`src/rtl/mult_rr_arbiter.sv`:
```
// Round-robin front end sharing one shift-add multiplier core.
// Grants one requester at a time and returns its product with a done pulse.
module mult_rr_arbiter #(
    parameter int N       = 4,
    parameter int L_word  = 4,
    parameter int TIMEOUT = 15
) (
    input  logic                  clock,
    input  logic                  reset,
    input  logic [N-1:0]          req,
    input  logic [N*L_word-1:0]   req_word1,
    input  logic [N*L_word-1:0]   req_word2,
    output logic [N-1:0]          gnt,
    output logic [N-1:0]          done,
    output logic [2*L_word-1:0]   result,
    output logic                  err,
    output logic                  mul_start,
    output logic [L_word-1:0]     mul_word1,
    output logic [L_word-1:0]     mul_word2,
    input  logic                  mul_ready,
    input  logic [2*L_word-1:0]   mul_product
);

    localparam int PW = (N > 1) ? $clog2(N) : 1;
    localparam int CW = $clog2(TIMEOUT + 1);

    localparam logic [1:0] S_IDLE  = 2'd0;
    localparam logic [1:0] S_ISSUE = 2'd1;
    localparam logic [1:0] S_WAIT  = 2'd2;
    localparam logic [1:0] S_DONE  = 2'd3;

    localparam logic [PW:0]   NV       = (PW+1)'(N);
    localparam logic [PW-1:0] LAST     = PW'(N - 1);
    localparam logic [CW-1:0] LAST_CNT = CW'(TIMEOUT - 1);

    logic [1:0]        state;
    logic [PW-1:0]     pointer;
    logic [PW-1:0]     owner;
    logic [CW-1:0]     wcnt;

    logic [2*N-1:0]    dbl;
    logic [PW-1:0]     off;
    logic              hit;
    logic [PW:0]       sum;
    logic [PW:0]       diff;
    logic [PW-1:0]     win;
    logic [PW-1:0]     ptr_nxt;
    logic [N-1:0]      win_oh;
    logic [N-1:0]      own_oh;
    logic [L_word-1:0] op1;
    logic [L_word-1:0] op2;

    assign mul_start = (state == S_ISSUE);

    // Rotate requests so the pointer sits at bit 0, then take the first set bit.
    always_comb begin
        dbl = {req, req} >> pointer;
        off = '0;
        hit = 1'b0;
        for (int k = 0; k < N; k++) begin
            if (!hit && dbl[k]) begin
                hit = 1'b1;
                off = PW'(k);
            end
        end
        sum     = {1'b0, pointer} + {1'b0, off};
        diff    = sum - NV;
        win     = (sum >= NV) ? diff[PW-1:0] : sum[PW-1:0];
        ptr_nxt = (win == LAST) ? '0 : win + PW'(1);
    end

    // Decode winner/owner into one-hot vectors and select the winner's operands.
    always_comb begin
        win_oh = '0;
        own_oh = '0;
        op1    = '0;
        op2    = '0;
        for (int k = 0; k < N; k++) begin
            win_oh[k] = (win == PW'(k));
            own_oh[k] = (owner == PW'(k));
            if (win == PW'(k)) begin
                op1 = req_word1[k*L_word +: L_word];
                op2 = req_word2[k*L_word +: L_word];
            end
        end
    end

    // Sequencer: arbitrate, issue to the core, wait with timeout, report.
    always_ff @(posedge clock) begin
        if (!reset) begin
            state     <= S_IDLE;
            pointer   <= '0;
            owner     <= '0;
            wcnt      <= '0;
            gnt       <= '0;
            done      <= '0;
            err       <= 1'b0;
            result    <= '0;
            mul_word1 <= '0;
            mul_word2 <= '0;
        end else begin
            gnt  <= '0;
            done <= '0;
            err  <= 1'b0;
            unique case (state)
                S_IDLE: begin
                    if (|req) begin
                        mul_word1 <= op1;
                        mul_word2 <= op2;
                        owner     <= win;
                        gnt       <= win_oh;
                        pointer   <= ptr_nxt;
                        state     <= S_ISSUE;
                    end
                end
                S_ISSUE: begin
                    if (mul_ready) begin
                        wcnt  <= '0;
                        state <= S_WAIT;
                    end
                end
                S_WAIT: begin
                    wcnt <= wcnt + 1'b1;
                    if (mul_ready) begin
                        result <= mul_product;
                        done   <= own_oh;
                        state  <= S_DONE;
                    end else if (wcnt == LAST_CNT) begin
                        result <= '0;
                        done   <= own_oh;
                        err    <= 1'b1;
                        state  <= S_DONE;
                    end
                end
                S_DONE: begin
                    state <= S_IDLE;
                end
                default: begin
                    state <= S_IDLE;
                end
            endcase
        end
    end

endmodule

```
`config.mk`:
```
export PLATFORM = sky130hd
export DESIGN_NAME = mult_rr_arbiter
export DESIGN_NICKNAME = d
export VERILOG_FILES = /design/src/rtl/mult_rr_arbiter.sv
export SDC_FILE = /design/constraint.sdc
export NUM_CORES = 1
export LEC_CHECK = 0
export ABC_AREA = 1
export CAP_MARGIN = 5
export CORE_MARGIN = 2
export CORE_UTILIZATION = 40
export CTS_CLUSTER_SIZE = 20
export DETAILED_ROUTE_END_ITERATION = 12
export GPL_ROUTABILITY_DRIVEN = 0
export PLACE_DENSITY = 0.76
export SYNTH_ARGS = -nofsm -noshare
export SYNTH_HDL_FRONTEND = slang
export SYNTH_SLANG_ARGS = --single-unit
```
`constraint.sdc`:
```
create_clock -name clock -period 4.3 [get_ports clock]
set_clock_uncertainty 0.15 [all_clocks]
set_input_delay 0.86 -clock clock [delete_from_list [all_inputs] [get_ports clock]]
set_output_delay 0.86 -clock clock [all_outputs]
set_load 0.01 [all_outputs]
```
# Word level (Yosys, flattened, before mapping)
# Index checks and enable logic that the tools add are counted.
op_classes:
  addsub: 4
  order_cmp: 1
  eq_ne: 13
  shifts: 1
  mux: 28
  bitwise_logic: 2
  reduce_logical: 19
ops:
  columns: ["op", "count"]
  rows:
  - ["two-way mux 4 bit", 11]
  - ["two-way mux 2 bit", 8]
  - ["two-way mux 8 bit", 2]
  - ["== test 2 bit (second input constant)", 6]
  - ["case mux 2 bit (4 select lines)", 1]
  - ["case mux 4 bit (2 select lines)", 1]
  - ["AND reduction 2 bit", 4]
  - ["right shift 8 x 2 -> 4 bit", 1]
  - ["== test 2 x 1 -> 1 bit (second input constant)", 3]
  - ["logical NOT 2 bit", 3]
  - ["AND reduction 3 bit", 2]
  - ["two-way mux 1 bit", 5]
  - ["adder 4 x 1 -> 4 bit (second input constant)", 1]
  - ["== test 4 bit (second input constant)", 1]
  - ["nonzero test 2 bit", 2]
  - ["OR reduction 4 bit", 1]
  - ["adder 2 x 2 -> 3 bit", 1]
  - ["greater-or-equal comparator 3 bit (second input constant)", 1]
  - ["logical AND 1 bit", 3]
  - ["logical NOT 1 bit", 3]
  - ["!= test 3 bit (second input constant)", 1]
  - ["OR reduction 3 bit", 1]
  - ["adder 2 x 1 -> 2 bit (second input constant)", 1]
  - ["!= test 2 x 1 -> 1 bit (second input constant)", 1]
  - ["3 further kinds", 4]
totals:
  reg_bits: 35
  in_bits: 47
  output_inout_bits: 26
  word_cells: 78

# Logic depth before layout (Yosys ltp)
logic_depth:
  word_depth: 19
  ltp_mapped: 19
  depth_no_buf: 19

# Worst setup path before layout
# No wires, ideal clock.
synth_path:
  path_type: "input -> register"
  startpoint: "input req[1]"
  endpoint: "register mul_word1[0]"
  setup_ps: 70
  arrival_time_ps: 2638
  required_time_ps: 4080
  setup_slack_ps: 1442
  path_stages: 17
  n_path_buf: 1
  cell_sequence: "nand2_1 nand3_1 nand2_1 nand3_1 a21boi_1 ha_1 xnor2_1 nand3_2 nand2_1 inv_1 ha_1 buf_2 nor2_4 nand2_1 nand2_1 o211ai_1 a21oi_1"
synth_between:
  elab_cells_between_ends: 27
  classes_between: "add/sub (2); order compare (1); eq/ne (3); shift (1); mux (11); reduce/logical (9)"
synth_lines:
  columns: ["item", "line_no", "text"]
  rows:
  - ["start: declaration", "10", "input logic [N-1:0] req,"]
  - ["right shift 8 x 2 -> 4 bit (*)", "57", "dbl = {req, req} >> pointer;"]
  - ["two-way mux 1 bit", "61", "if (!hit && dbl[k]) begin"]
  - ["logical NOT 1 bit", "61", null]
  - ["logical AND 1 bit", "61", null]
  - ["two-way mux 1 bit", "61", null]
  - ["logical NOT 1 bit", "61", null]
  - ["logical AND 1 bit", "61", null]
  - ["two-way mux 1 bit", "61", null]
  - ["[... 2 more ...]", null, null]
  - ["two-way mux 2 bit (*)", "61", null]
  - ["adder 2 x 2 -> 3 bit (*)", "66", "sum = {1'b0, pointer} + {1'b0, off};"]
  - ["subtractor 2 x 1 -> 2 bit (*)", "67", "diff = sum - NV;"]
  - ["net diff[1]", "45", "logic [PW:0] diff;"]
  - ["two-way mux 2 bit (*)", "68", "win = (sum >= NV) ? diff[PW-1:0] : sum[PW-1:0];"]
  - ["== test 2 x 1 -> 1 bit (*)", null, null]
  - ["net win_oh[1]", "48", "logic [N-1:0] win_oh;"]
  - ["two-way mux 4 bit (*) (3 in a row)", "81", "if (win == PW'(k)) begin"]
  - ["end signal: assignment", "108", "mul_word1 <= op1;"]
  - ["end: declaration", "18", "output logic [L_word-1:0] mul_word1,"]
# Mark *: on every way through the listed nets, which the timed path passes. The rest lies on a longest branch.
# A chain may end at the register's enable or synchronous reset.

# Worst setup path after layout
layout_path:
  startpoint: "input req[1]"
  endpoint: "register mul_word2[1]"
layout_between:
  elab_cells_between_ends: 27
  classes_between: "add/sub (2); order compare (1); eq/ne (3); shift (1); mux (11); reduce/logical (9)"
layout_lines:
  columns: ["item", "line_no", "text"]
  rows:
  - ["right shift 8 x 2 -> 4 bit (*)", "57", null]
  - ["two-way mux 1 bit", "61", null]
  - ["logical NOT 1 bit", "61", null]
  - ["logical AND 1 bit", "61", null]
  - ["two-way mux 1 bit", "61", null]
  - ["logical NOT 1 bit", "61", null]
  - ["logical AND 1 bit", "61", null]
  - ["two-way mux 1 bit", "61", null]
  - ["[... 2 more ...]", null, null]
  - ["two-way mux 2 bit (*)", "61", null]
  - ["adder 2 x 2 -> 3 bit (*)", "66", null]
  - ["subtractor 2 x 1 -> 2 bit (*)", "67", null]
  - ["net diff[1]", "45", null]
  - ["two-way mux 2 bit (*)", "68", null]
  - ["== test 2 x 1 -> 1 bit (*)", null, null]
  - ["net win_oh[1]", "48", null]
  - ["two-way mux 4 bit (*) (3 in a row)", "81", null]
  - ["end signal: assignment", "109", "mul_word2 <= op2;"]
  - ["end: declaration", "19", "output logic [L_word-1:0] mul_word2,"]
# Marked as above.

==> impl_summary.md <==
Flow run
The tool flagged a number of max-cap violations equal to 0.

GRT
The met3 track demand over resource in global routing is 4.62%. The first global-routing pass estimated ~7.6 mm of wire. In the global route stage, met2 resource usage came out at 30.9%. The met1 layer usage reported by global route is approximately 24%.

The overall fraction of global-route tracks in use is 18.9%. The aggregate global routing overflow is 0. The number of global-route vias before repair was around 1700.

The maximum number of pins on one net before global-route repair is 16. In this run the most used layer during global routing was met2. The number of antenna violations at the first check in global routing was 0.

STA
Setup violations remaining at the end of the flow were counted as 0. The final cycle utilization of the critical path is 77.2%. The number of pins with negative max-slew slack in the final report came to 0. The worst path needs approximately 3300 ps of the cycle, external delays included. Adding up every negative setup slack in the final design gives 0 ps. Setup repair after global routing left no endpoint under its margin. The fmax is 301 MHz.

In this run the tightest slew margin relative to its limit is 60.4%. The hold violation total from the final report is 0. The slew of the pin with the lowest slew margin is 593 ps.

CTS
Clock tree synthesis inserted a total of 5 buffers. The clock latency at the later pin of the worst-skew pair is 280 ps. The count of hold buffers inserted by post-cts repair is 0. After clock tree synthesis, the clock-pin slew on the worst setup and hold paths is roughly 70 ps. In this run the post-CTS setup repair buffer count came out at 0. The tree built by TritonCTS fans out to 35 sinks. In this run the number of H-tree levels came out at 2.

In this run the deepest clock path goes through 2 buffers. TritonCTS built the clock tree. After clock tree synthesis, the repair step resized 0 gates. The root buffer cell is sky130_fd_sc_hd__clkbuf_8.

Synthesis
Synthesis inferred 35 register bits. The portion of the post-synthesis area used by sequential elements is just under 40%. The average instance in the mapped netlist occupies 7.54 µm².

The synthesis warning total is 0. The mapped cell area is 1760 µm². Synthesis produced 234 cells. The number of nets handed over by synthesis was ~290. The number of different library cells used by synthesis comes to 30.

Die
The die boundary height is between 70 and 80 µm. The die covers approximately 5000 µm². The total core area is 4290 µm². The floorplan step set the die width to 70.4 µm.

In this run the core area contains 24 standard-cell rows. For this configuration, the core starts out at a cell density of 41.1%. 73 I/O pins were placed.

Power
The total power after layout is between 1.5 and 2 mW. Across the VDD grid, the largest voltage drop is 0.337 mV. For this design the static power due to leakage is 1.10 nW. The cell area power density is 692 nW/µm².

Place
The cell count after placement is 351. Summed over all nets, the half-perimeter wirelength after detailed placement is 3.37 mm. Buffers placed on the I/O ports in this run total 72.

Routing
The number of violations reported at the end of detailed-routing iteration 0 is between 100 and 150. The routed length per placed instance is 12.4 µm. The final route contains 1823 vias. The detail route stage leaves a number of antenna-violating nets equal to 0. The total iterations of the first detailed-routing run is 4. For this block, the routed nets add up to 4.47 mm of wire. The total DRC errors in the routed layout is 0.

In the routed layout, each cell is associated on average with a via count of 5.08.

Finish
The share of layout cells above drive strength 1 is 9.77%. The number of antenna diodes in the final layout is 0. In the final design database the tool counted 363 nets.

Once layout is complete, the cells apart from fillers number 359. The layout-stage area growth over the synthesis result is 49.7%.

Critical path
In this run the critical register-to-register path is launched from pointer[0]$_SDFFE_PN0P_. The critical path class is in2reg. The required time at the worst-slack endpoint is about 4400 ps. The worst register-to-register path has a depth of 17. The setup slack of the most critical reg-to-reg path is 1500 ps.

STA classifies the critical path endpoint as a flop. The most critical setup path has its startpoint at req[1]. STA puts the critical path data arrival time at 3380 ps. The maximum fanout encountered on the critical timing path is 10. The endpoint of the most critical setup path is mul_word2[1]$_SDFFE_PN0P_. The worst flop-to-flop path endpoint is mul_word2[1]$_SDFFE_PN0P_. The critical path startpoint category is an input pin.

Run status
The flow ran to the end, and the final reports show no timing, DRC or antenna violations.

Min path
The tightest min-delay check is of the reg2reg type.
## power breakdown
part	switching, mW	total (mW)	internal [mW]	leakage [nW]
Combinational	0.606	1.03	0.421	0.748
Sequential	0.0500	0.454	0.404	0.286
Clock	0.115	0.347	0.232	0.0654
## synthesized netlist by cell type
cell type / instances / area, µm²
sky130_fd_sc_hd__clkbuf_1: 2 / 7.51
sky130_fd_sc_hd__xor2_1: 1 / 8.76
sky130_fd_sc_hd__a21oi_1: 33 / 165
sky130_fd_sc_hd__xnor2_1: 1 / 8.76
sky130_fd_sc_hd__a21boi_1: 1 / 7.51
sky130_fd_sc_hd__o21ai_1: 11 / 55.1
sky130_fd_sc_hd__nand3_2: 2 / 20.0
sky130_fd_sc_hd__nor2_2: 2 / 12.5
sky130_fd_sc_hd__a211oi_1: 3 / 22.5
sky130_fd_sc_hd__nor4_1: 2 / 12.5
sky130_fd_sc_hd__a22oi_1: 5 / 37.5
sky130_fd_sc_hd__and3_1: 1 / 6.26
sky130_fd_sc_hd__nor2_4: 1 / 11.3
sky130_fd_sc_hd__inv_6: 1 / 8.76
sky130_fd_sc_hd__ha_1: 10 / 125
sky130_fd_sc_hd__clkinv_2: 1 / 5.00
sky130_fd_sc_hd__o211ai_1: 8 / 60.1
sky130_fd_sc_hd__buf_6: 1 / 11.3
sky130_fd_sc_hd__buf_4: 1 / 7.51
sky130_fd_sc_hd__nand3_1: 13 / 65.1
sky130_fd_sc_hd__inv_1: 15 / 56.3
sky130_fd_sc_hd__nor2_1: 14 / 52.6
sky130_fd_sc_hd__inv_2: 10 / 37.5
sky130_fd_sc_hd__buf_2: 3 / 15.0
sky130_fd_sc_hd__nand4_1: 3 / 18.8
sky130_fd_sc_hd__o31ai_1: 1 / 7.51
sky130_fd_sc_hd__nor3_1: 3 / 15.0
sky130_fd_sc_hd__nand2_2: 6 / 37.5
sky130_fd_sc_hd__dfxtp_1: 35 / 701
sky130_fd_sc_hd__nand2_1: 44 / 165
## per-stage QoR
step           hold WS, ps  worst slack, ps  utilization [%]  cell area, µm²
2_1_floorplan          269             1440                -            1760
3_3_place_gp           282              774             58.4            2510
3_5_place_dp           299              718             58.4            2510
4_1_cts                315              993             61.5            2640
5_1_grt                334              681             61.5            2640
6_report               316              979             61.5            2640
## per-layer routing
metal | vias to the layer above | routed length, µm
li1 | 940 | -
met1 | 808 | 2020
met2 | 69 | 2090
met3 | 6 | 301
met4 | 0 | 64
met5 | - | 0
## kinds of logic (layout without fill, tap and decap cells)
logic type / after synthesis / in the layout / share of synthesized area (%)
fa+ha+maj: 10 / 10 / 7.09
flops: 35 / 35 / 39.7
compound gates: 62 / 62 / 20.1
xor+xnor: 2 / 2 / 0.993
buf+inv: 34 / 107 / 8.44
simple gates: 91 / 91 / 23.6
## area by class of cell
type | instances | area (µm²)
repair buffers | 72 | 721
fillers | 400 | 1650
inverters | 27 | 108
flip-flops and latches | 35 | 701
multi-input cells | 165 | 915
well taps | 52 | 65.1
clock inverters | 2 | 60.1
clock buffers | 6 | 72.6
## worst min-delay path by stage
stage / from / to / slack, ps / cells past startpoint
floorplan: owner[0]$_SDFFE_PN0P_ / done[2]$_SDFF_PN0_ / 270 / 1
global placement: owner[0]$_SDFFE_PN0P_ / done[2]$_SDFF_PN0_ / 280 / 1
detailed placement: owner[0]$_SDFFE_PN0P_ / done[2]$_SDFF_PN0_ / 300 / 1
CTS: owner[0]$_SDFFE_PN0P_ / done[2]$_SDFF_PN0_ / 310 / 1
global route: owner[0]$_SDFFE_PN0P_ / done[2]$_SDFF_PN0_ / 330 / 1
finish: owner[0]$_SDFFE_PN0P_ / done[2]$_SDFF_PN0_ / 320 / 1
## registers in the layout (all words and copies together), names as in the netlist
name / flops
result: 8
done: 4
mul_word1: 4
state: 2
err: 1
pointer: 2
gnt: 4
owner: 2
mul_word2: 4
wcnt: 4
## cell usage in the layout (no fill, tap or decap), types with 8 or more instances in the layout
master / synthesis / layout
sky130_fd_sc_hd__a21oi_1: 33 / 33
sky130_fd_sc_hd__clkdlybuf4s50_1: 0 / 72
sky130_fd_sc_hd__dfxtp_1: 35 / 35
sky130_fd_sc_hd__ha_1: 10 / 10
sky130_fd_sc_hd__inv_1: 15 / 15
sky130_fd_sc_hd__inv_2: 10 / 10
sky130_fd_sc_hd__nand2_1: 44 / 44
sky130_fd_sc_hd__nand3_1: 13 / 13
sky130_fd_sc_hd__nor2_1: 14 / 14
sky130_fd_sc_hd__o211ai_1: 8 / 8
sky130_fd_sc_hd__o21ai_1: 11 / 11
## critical path, stage by stage
cell,delay [ps]
sky130_fd_sc_hd__clkdlybuf4s50_1,500
sky130_fd_sc_hd__nand2_1,80
sky130_fd_sc_hd__nand3_1,100
sky130_fd_sc_hd__nand2_1,80
sky130_fd_sc_hd__nand3_1,70
sky130_fd_sc_hd__a21boi_1,60
sky130_fd_sc_hd__ha_1,190
sky130_fd_sc_hd__xnor2_1,210
sky130_fd_sc_hd__nand3_2,120
sky130_fd_sc_hd__nand2_1,120
sky130_fd_sc_hd__inv_1,70
sky130_fd_sc_hd__ha_1,320
sky130_fd_sc_hd__nor2_4,240
sky130_fd_sc_hd__nand2_1,70
sky130_fd_sc_hd__nand2_1,60
sky130_fd_sc_hd__o211ai_1,90
sky130_fd_sc_hd__a21oi_1,130
No activity file was read; power rests on OpenSTA's default activity.
